### src/rtl/calc_queue_ctrl.sv
// Circular-buffer operand queue for the queue-based calculator: PUSH, CLEAR, REDUCE, POP.
// Optional build macro QCTRL_ERR_CODE_EN adds an err_code output that records the first rejected op.
`timescale 1ns/1ps
module calc_queue_ctrl #(
  parameter int                DATA_W  = 8,
  parameter int                DEPTH   = 5,
  parameter logic [DATA_W-1:0] PAD_VAL = {DATA_W{1'b1}},
  parameter int                CNT_W   = $clog2(DEPTH+1)
) (
  input  logic                  clk,
  input  logic                  rst,
  input  logic                  op_valid,
  input  logic [1:0]            opcode,
  input  logic [DATA_W-1:0]     data_in,
  input  logic                  err_clr,
  output logic [2*DATA_W-1:0]   top_pair,
  output logic [DATA_W-1:0]     tail,
  output logic [CNT_W-1:0]      count,
  output logic                  empty,
  output logic                  full,
  output logic                  err
`ifdef QCTRL_ERR_CODE_EN
  ,
  output logic [1:0]            err_code
`endif
);

  localparam int PTR_W = $clog2(DEPTH);
  localparam logic [PTR_W-1:0] LAST = PTR_W'(DEPTH-1);

  localparam logic [1:0] OP_PUSH   = 2'b00;
  localparam logic [1:0] OP_CLEAR  = 2'b01;
  localparam logic [1:0] OP_REDUCE = 2'b10;
  localparam logic [1:0] OP_POP    = 2'b11;

  logic [DATA_W-1:0] r_mem [DEPTH];
  logic [PTR_W-1:0]  r_head;
  logic [PTR_W-1:0]  r_wr;
  logic [CNT_W-1:0]  r_count;
  logic              r_err;

  logic w_push, w_clear, w_reduce, w_pop;
  logic w_full, w_empty, w_ge2;
  logic w_push_ok, w_pop_ok, w_red_ok, w_reject;
  logic [PTR_W-1:0] w_head_p1, w_head_p2, w_wr_m1;

  // Pointers wrap explicitly at DEPTH-1 so non-power-of-two depths work.
  function automatic logic [PTR_W-1:0] f_inc(input logic [PTR_W-1:0] p);
    return (p == LAST) ? '0 : p + PTR_W'(1);
  endfunction

  function automatic logic [PTR_W-1:0] f_dec(input logic [PTR_W-1:0] p);
    return (p == '0) ? LAST : p - PTR_W'(1);
  endfunction

  always_comb begin
    w_push    = op_valid && (opcode == OP_PUSH);
    w_clear   = op_valid && (opcode == OP_CLEAR);
    w_reduce  = op_valid && (opcode == OP_REDUCE);
    w_pop     = op_valid && (opcode == OP_POP);
    w_full    = (r_count == CNT_W'(DEPTH));
    w_empty   = (r_count == '0);
    w_ge2     = (r_count >= CNT_W'(2));
    w_push_ok = w_push && !w_full;
    w_pop_ok  = w_pop && !w_empty;
    w_red_ok  = w_reduce && w_ge2;
    w_reject  = (w_push && w_full) || (w_pop && w_empty) || (w_reduce && !w_ge2);
    w_head_p1 = f_inc(r_head);
    w_head_p2 = f_inc(w_head_p1);
    w_wr_m1   = f_dec(r_wr);
  end

  always_ff @(posedge clk or posedge rst) begin
    if (rst) begin
      for (int i = 0; i < DEPTH; i++) r_mem[i] <= '0;
      r_head  <= '0;
      r_wr    <= '0;
      r_count <= '0;
      r_err   <= 1'b0;
    end else begin
      // REDUCE frees the front pair and appends the ALU result in the same edge.
      if (w_push_ok || w_red_ok) begin
        r_mem[r_wr] <= data_in;
        r_wr        <= f_inc(r_wr);
      end
      if (w_clear) begin
        r_head  <= r_wr;
        r_count <= '0;
      end else if (w_push_ok) begin
        r_count <= r_count + CNT_W'(1);
      end else if (w_pop_ok) begin
        r_head  <= w_head_p1;
        r_count <= r_count - CNT_W'(1);
      end else if (w_red_ok) begin
        r_head  <= w_head_p2;
        r_count <= r_count - CNT_W'(1);
      end
      if (w_reject)     r_err <= 1'b1;
      else if (err_clr) r_err <= 1'b0;
    end
  end

`ifdef QCTRL_ERR_CODE_EN
  logic [1:0] r_err_code;
  logic [1:0] w_new_code;

  always_comb begin
    w_new_code = 2'b00;
    if (w_push && w_full)        w_new_code = 2'b01;
    else if (w_pop && w_empty)   w_new_code = 2'b10;
    else if (w_reduce && !w_ge2) w_new_code = 2'b11;
  end

  // First error wins while err is held; a clear in the same cycle admits the new code.
  always_ff @(posedge clk or posedge rst) begin
    if (rst)                              r_err_code <= 2'b00;
    else if (w_reject && (!r_err || err_clr)) r_err_code <= w_new_code;
    else if (err_clr && !w_reject)        r_err_code <= 2'b00;
  end

  assign err_code = r_err_code;
`endif

  always_comb begin
    top_pair[DATA_W-1:0]        = (r_count >= CNT_W'(1)) ? r_mem[r_head] : PAD_VAL;
    top_pair[2*DATA_W-1:DATA_W] = w_ge2 ? r_mem[w_head_p1] : PAD_VAL;
    tail                        = (r_count >= CNT_W'(1)) ? r_mem[w_wr_m1] : PAD_VAL;
    count                       = r_count;
    empty                       = w_empty;
    full                        = w_full;
    err                         = r_err;
  end

endmodule

### config.mk
export PLATFORM = sky130hd
export DESIGN_NAME = calc_queue_ctrl
export DESIGN_NICKNAME = d
export VERILOG_FILES = /design/src/rtl/calc_queue_ctrl.sv
export SDC_FILE = /design/constraint.sdc
export NUM_CORES = 1
export LEC_CHECK = 0
export CORE_MARGIN = 3
export CORE_UTILIZATION = 40
export DETAILED_ROUTE_END_ITERATION = 6
export SLEW_MARGIN = 20
export SYNTH_ARGS = -nofsm -noshare
export SYNTH_HDL_FRONTEND = slang
export SYNTH_SLANG_ARGS = --single-unit
### constraint.sdc
create_clock -name clk -period 3.3 [get_ports clk]
set_input_delay 0.66 -clock clk [delete_from_list [all_inputs] [get_ports clk]]
set_output_delay 0.66 -clock clk [all_outputs]
set_load 0.03 [all_outputs]
# ---- Word-level counts from Yosys, hierarchy flattened
# Index checks and enable logic that the tools add are counted.
dict set report op_classes {
  n_eq_ne 8
  order_cmp 7
  n_mux 29
  add_sub_neg 6
  reduce_logical 24
  n_bitwise 4
}
# operator n
set ops {}
lappend ops {{$mux 8} 10}
lappend ops {{$bmux 8 s3} 3}
lappend ops {{$bwmux 40} 1}
lappend ops {{$mux 3} 12}
lappend ops {{$demux 8 s3} 1}
lappend ops {{$ge 4x4->1 const B} 4}
lappend ops {{$not 3->4} 4}
lappend ops {{$add 3x1->3 const B} 4}
lappend ops {{$eq 3x3->1 const B} 4}
lappend ops {{$logic_and 1x1->1} 11}
lappend ops {{$logic_not 3->1} 2}
lappend ops {{$sub 3x1->3 const B} 2}
lappend ops {{$eq 2x2->1 const B} 2}
lappend ops {{$lt 4x1->1 const B} 1}
lappend ops {{$reduce_bool 4->1} 1}
lappend ops {{$ge 3x1->1 const B} 1}
lappend ops {{$ge 3x2->1 const B} 1}
lappend ops {{$logic_not 1->1} 3}
lappend ops {{$logic_or 1x1->1} 3}
lappend ops {{$reduce_bool 3->1} 1}
lappend ops {{$eq 2x1->1 const B} 1}
lappend ops {{$logic_not 2->1} 1}
lappend ops {{$mux 1} 2}
lappend ops {{$ne 2x2->1 const B} 1}
lappend ops {{2 further kinds} 2}
dict set report totals {
  word_cells 87
  reg_bits 50
  in_bits 14
  output_inout_bits 30
}

# ---- Logic depth before layout (Yosys ltp)
# Gate-level depths: netlist of the first run.
dict set report logic_depth {
  depth_word 8
  mapped_depth 10
  depth_no_buf 8
}

# ---- Least setup slack after synthesis of the first run
# OpenSTA, ideal clock, no wires.
dict set report synth_timing {
  kind {register to output}
  startpoint {reg r_head[1]}
  endpoint {out top_pair[12]}
  path_buffers 2
  path_stages_with_launch 9
  arrival_ps 2505
  setup_slack_ps 135
  cell_sequence {dfrtp_1 clkbuf_1 inv_1 ha_1 a21boi_1 buf_2 o221ai_1 o21a_1 o21ai_0}
}
dict set report synth_between {
  elab_chain_len 7
  word_cells_on_any_way 8
}
# item line
set synth_rtl {}
lappend synth_rtl {{start, declared} 37} ;# logic [PTR_W-1:0] r_head;
lappend synth_rtl {{start signal, assigned} 87} ;# r_head <= r_wr;
lappend synth_rtl {{start signal, assigned} 92} ;# r_head <= w_head_p1;
lappend synth_rtl {{start signal, assigned} 95} ;# r_head <= w_head_p2;
lappend synth_rtl {{$add 3x1->3 / $eq 3x3->1 (equally long branches)} 49} ;# return (p == LAST) ? '0 : p + PTR_W'(1);
lappend synth_rtl {{$mux 3 *} 49}
lappend synth_rtl {{$not 3->4 (implied by the code) *} 126} ;# top_pair[2*DATA_W-1:DATA_W] = w_ge2 ? r_mem[w_head_p1] : PAD_VAL;
lappend synth_rtl {{$bmux 8 s3 *} 126}
lappend synth_rtl {{$mux 8 (implied by the code) * (2 in a row)} 126}
lappend synth_rtl {{$mux 8 *} 126}
lappend synth_rtl {{end, declared} 16} ;# output logic [2*DATA_W-1:0] top_pair,
# Every way passes the cells marked *; elsewhere a longest branch is shown, timed or not. The select of a mux whose other input is x is not followed.

# ---- Final worst setup path of the first run
dict set report layout_timing {
  startpoint {reg r_wr[0]}
  endpoint {out tail[0]}
}
dict set report layout_between {
  elab_chain_len 7
  word_cells_on_any_way 8
}
# item line
set layout_rtl {}
lappend layout_rtl {{start, declared} 38} ;# logic [PTR_W-1:0] r_wr;
lappend layout_rtl {{start signal, assigned} 84} ;# r_wr <= f_inc(r_wr);
lappend layout_rtl {{$sub 3x1->3 / $logic_not 3->1 (equally long branches)} 53} ;# return (p == '0) ? LAST : p - PTR_W'(1);
lappend layout_rtl {{$mux 3 *} 53}
lappend layout_rtl {{$not 3->4 (implied by the code) *} 127} ;# tail = (r_count >= CNT_W'(1)) ? r_mem[w_wr_m1] : PAD_VAL;
lappend layout_rtl {{$bmux 8 s3 *} 127}
lappend layout_rtl {{$mux 8 (implied by the code) * (2 in a row)} 127}
lappend layout_rtl {{$mux 8 *} 127}
lappend layout_rtl {{end, declared} 17} ;# output logic [DATA_W-1:0] tail,
# Marked as above.

==> summary.md, run 1 <==
| Metric | Value |
|---|---|
| Sequential area share after synthesis | `between 30 and 40%` |
| Worst slew margin | `55.9%` |
| Core area | `0.00838 sq mm` |
| Top Family by Delay on Critical Path | `buffers and inverters` |
| Initial antenna violation count | `0` |
| Worst hold slack | `541 ps` |
| Post-synth EDFFs | `0` |
| CP Max Fanout | `8` |
| H-tree levels | `2` |
| Slew Viols, Final | `0` |
| CP arrival | `2470 ps` |
| Most frequent CP cell | `buf_4` |
| Sum of negative setup slack | `0 ps` |
| Antenna Cells | `0` |
| Cts bufs inserted | `5` |
| Vias/cell | `6.08` |
| Worst path max stage delay | `380 ps` |
| Number of synthesized register bits | `50` |
| Wire per inst | `20.5 um` |
| CTS Root Cell | `clkbuf_8` |
| Max capacitance violation total | `0` |
| Avg Cell Area, Syn | `10.3 sq um` |
| DR vias | `3060` |
| Distinct cells, synth | `55` |
| Commonest non-fill, non-tap cell in the layout | `dfrtp_1` |
| Die height | `99.8 um` |
| Post-placement cell area | `~0.004 sq mm` |
| Syn. warnings | `0` |
| Slew @ Worst Pin | `662 ps` |
| Area Growth Syn to Fin | `20.7%` |
| Clk slew on worst S/H paths | `90 ps` |
| Required time of the critical path | `2640 ps` |
| Critical path class | `reg2out` |
| Total GRT Usage | `21.4%` |
| Global-route wire length before repair | `16700 um` |
| Largest net degree at the start of global routing | `51` |
| Async S/R FF share, synth | `100%` |
| Commonest cells after routing, fill and taps aside | `dfrtp_1 (50), mux2_2 (40), buf_4 (38)` |
| Worst Setup End Kind | `output port` |
| Critical path buffer and inverter count | `4` |
| Setup WS post-layout | `168 ps` |
| # rows | `33` |
| Starting density of the core | `between 40% and 50%` |
| Mapped Area | `0.00352 sq mm` |
| Hold Buf Count CTS | `0` |
| Die Width | `99.8 um` |
| Top cell type's share of synthesized area | `35.6%` |
| Io pins | `44` |
| Crit path max-delay cell type | `dfrtp_1` |
| Hold Path Class | `reg2reg` |
| Die area | `0.00995 sq mm` |
| # DRC | `0` |
| IO buf count | `43` |
| Post-route cell area | `0.00424 sq mm` |
| Skew-Pair Late Insertion Delay | `310 ps` |
| CP Cell Sequence | `inv_1, ha_1, buf_4, nor3_1, a21o_1, nor2_1, buf_4, a221o_1, dlygate4sd2_1` |
| Fin crit period | `3130 ps` |
| Layout Nets | `422` |
| Setup violators final | `0` |
| CTS tree | `done` |
| Gr ovfl total | `0` |
| Critical path launch point type | `flip-flop` |
| Number of detailed-route iterations in the first pass | `5` |
| Final hold viol count | `0` |
| Share of layout cells above drive strength 1 | `31.2%` |
| Unrepaired setup endpoints after global routing | `false` |
| 1st-iter DRT viols | `roughly 190` |
| Final WL | `10300 um` |
| Max frequency | `319 MHz` |
| Syn Inst Count | `340` |
| Status | `finished, final reports clean` |
| Syn nets | `365` |
| Final HPWL DP | `6880 um` |
| CTS Buffer Depth | `2` |
| Top FF cell, synth | `dfrtp_1` |
| Setup Skew | `2.65 ps` |
| Number of global-route vias before repair | `3096` |
| Period utilization | `94.9%` |
| RePlAce Congestion | `between 0.8 and 0.9` |
| Clock sink total | `50` |
| Cell taking the most area after synthesis | `dfrtp_1` |
| Number of fillers in the final layout | `between 700 and 800` |
| Final ANT Viol Nets | `0` |
| Top area cells in the synthesized netlist | `dfrtp_1 (36%), mux2_2 (13%), mux4_2 (5.1%)` |
| Pre-CTS setup slack | `96.7 ps` |
-- cells in the mapped netlist, drive strengths merged, types with 3 or more instances --
cell type	n
o22ai	6
nand2	27
nor3	5
a21oi	14
nand3	18
ha	11
mux2	43
a221o	8
mux4	8
mux2i	6
clkbuf	5
o21ai	21
o31ai	4
o221ai	4
a21o	6
nor2	15
o221a	8
a31oi	6
nor4	5
inv	20
dfrtp	50
nor2b	3
o21a	6
nand2b	3
buf	14
a22oi	4
-- sequential cells by signal, summed over array words and instances, names as in the netlist --
| register | cells |
|---|---|
| err | 1 |
| r_head | 3 |
| count | 3 |
| r_wr | 3 |
| r_mem | 40 |
-- what timing repair did --
| action | CTS | global route |
|---|---|---|
| cloned | 1 | 0 |
| pin swaps | 1 | 0 |
| buffers inserted | 2 | 0 |
| hold endpoints to repair | 0 | 0 |
| setup endpoints to repair | 11 | 4 |
| resized for setup | 13 | 6 |
-- worst reg2reg max path: stages, from the launching register on --
cell and delay, ps:
dfrtp_1 540, inv_1 160, ha_1 230, nand2_1 190, o2bb2ai_2 140, and4_1 570
mux2_2 400
-- final timing paths --
check / cells past startpoint / to / start / slack (ps)
setup reg to reg: 6 / r_mem[15] / count[1] / 970
hold reg to reg: 2 / err / err / 540
max in group asynchronous: 3 / r_mem[6] / rst / 2010
setup / recovery: 9 / tail[0] / r_wr[0] / 170
hold / removal: 2 / err / err / 540
min in group asynchronous: 3 / r_mem[26] / rst / 850
-- cell type report --
| type | instances | area (sq um) | share of cell area, % |
|---|---|---|---|
| clock buffer | 6 | 72.6 | 1.71 |
| clock inverter | 2 | 13.8 | 0.324 |
| inverter | 22 | 86.3 | 2.03 |
| multi-input combinational | 250 | 2100 | 49.5 |
| sequential | 50 | 1250 | 29.5 |
| tap | 105 | 131 | 3.10 |
| timing repair buffer | 68 | 587 | 13.8 |
-- per-stage QoR --
step                util [%]  std cells
detailed placement      49.0        492
global route            50.6        503
finish                  50.6        503
CTS                     50.5        503
global placement        49.0        492
floorplan                  -        340
-- cell families after synthesis --
logic type,Yosys count,synth area share (%)
compound gates,95,19.9
simple gates,86,14.2
mux,57,20.9
flops,50,35.6
buf+inv,41,5.48
fa+ha+maj,11,3.91
-- per-layer routing --
metal,vias up,GRT usage [%],routed length (um)
li1,1401,-,-
met1,1515,29.0,4420
met2,125,35.1,4960
met3,19,3.30,653
met4,0,6.62,286
met5,-,0,0
Power of run 1 is not shown: default switching activity piles up to over one toggle a cycle in this logic, so the estimate is an artifact.
==> run 2, diff against run 1 <==
- ABC_CLOCK_PERIOD_IN_PS: not set -> 3300
==> results of run 2 <==
The final DEF is identical to that of run 1; final timing and power are the same.
Power of run 2 is left out for the same reason.
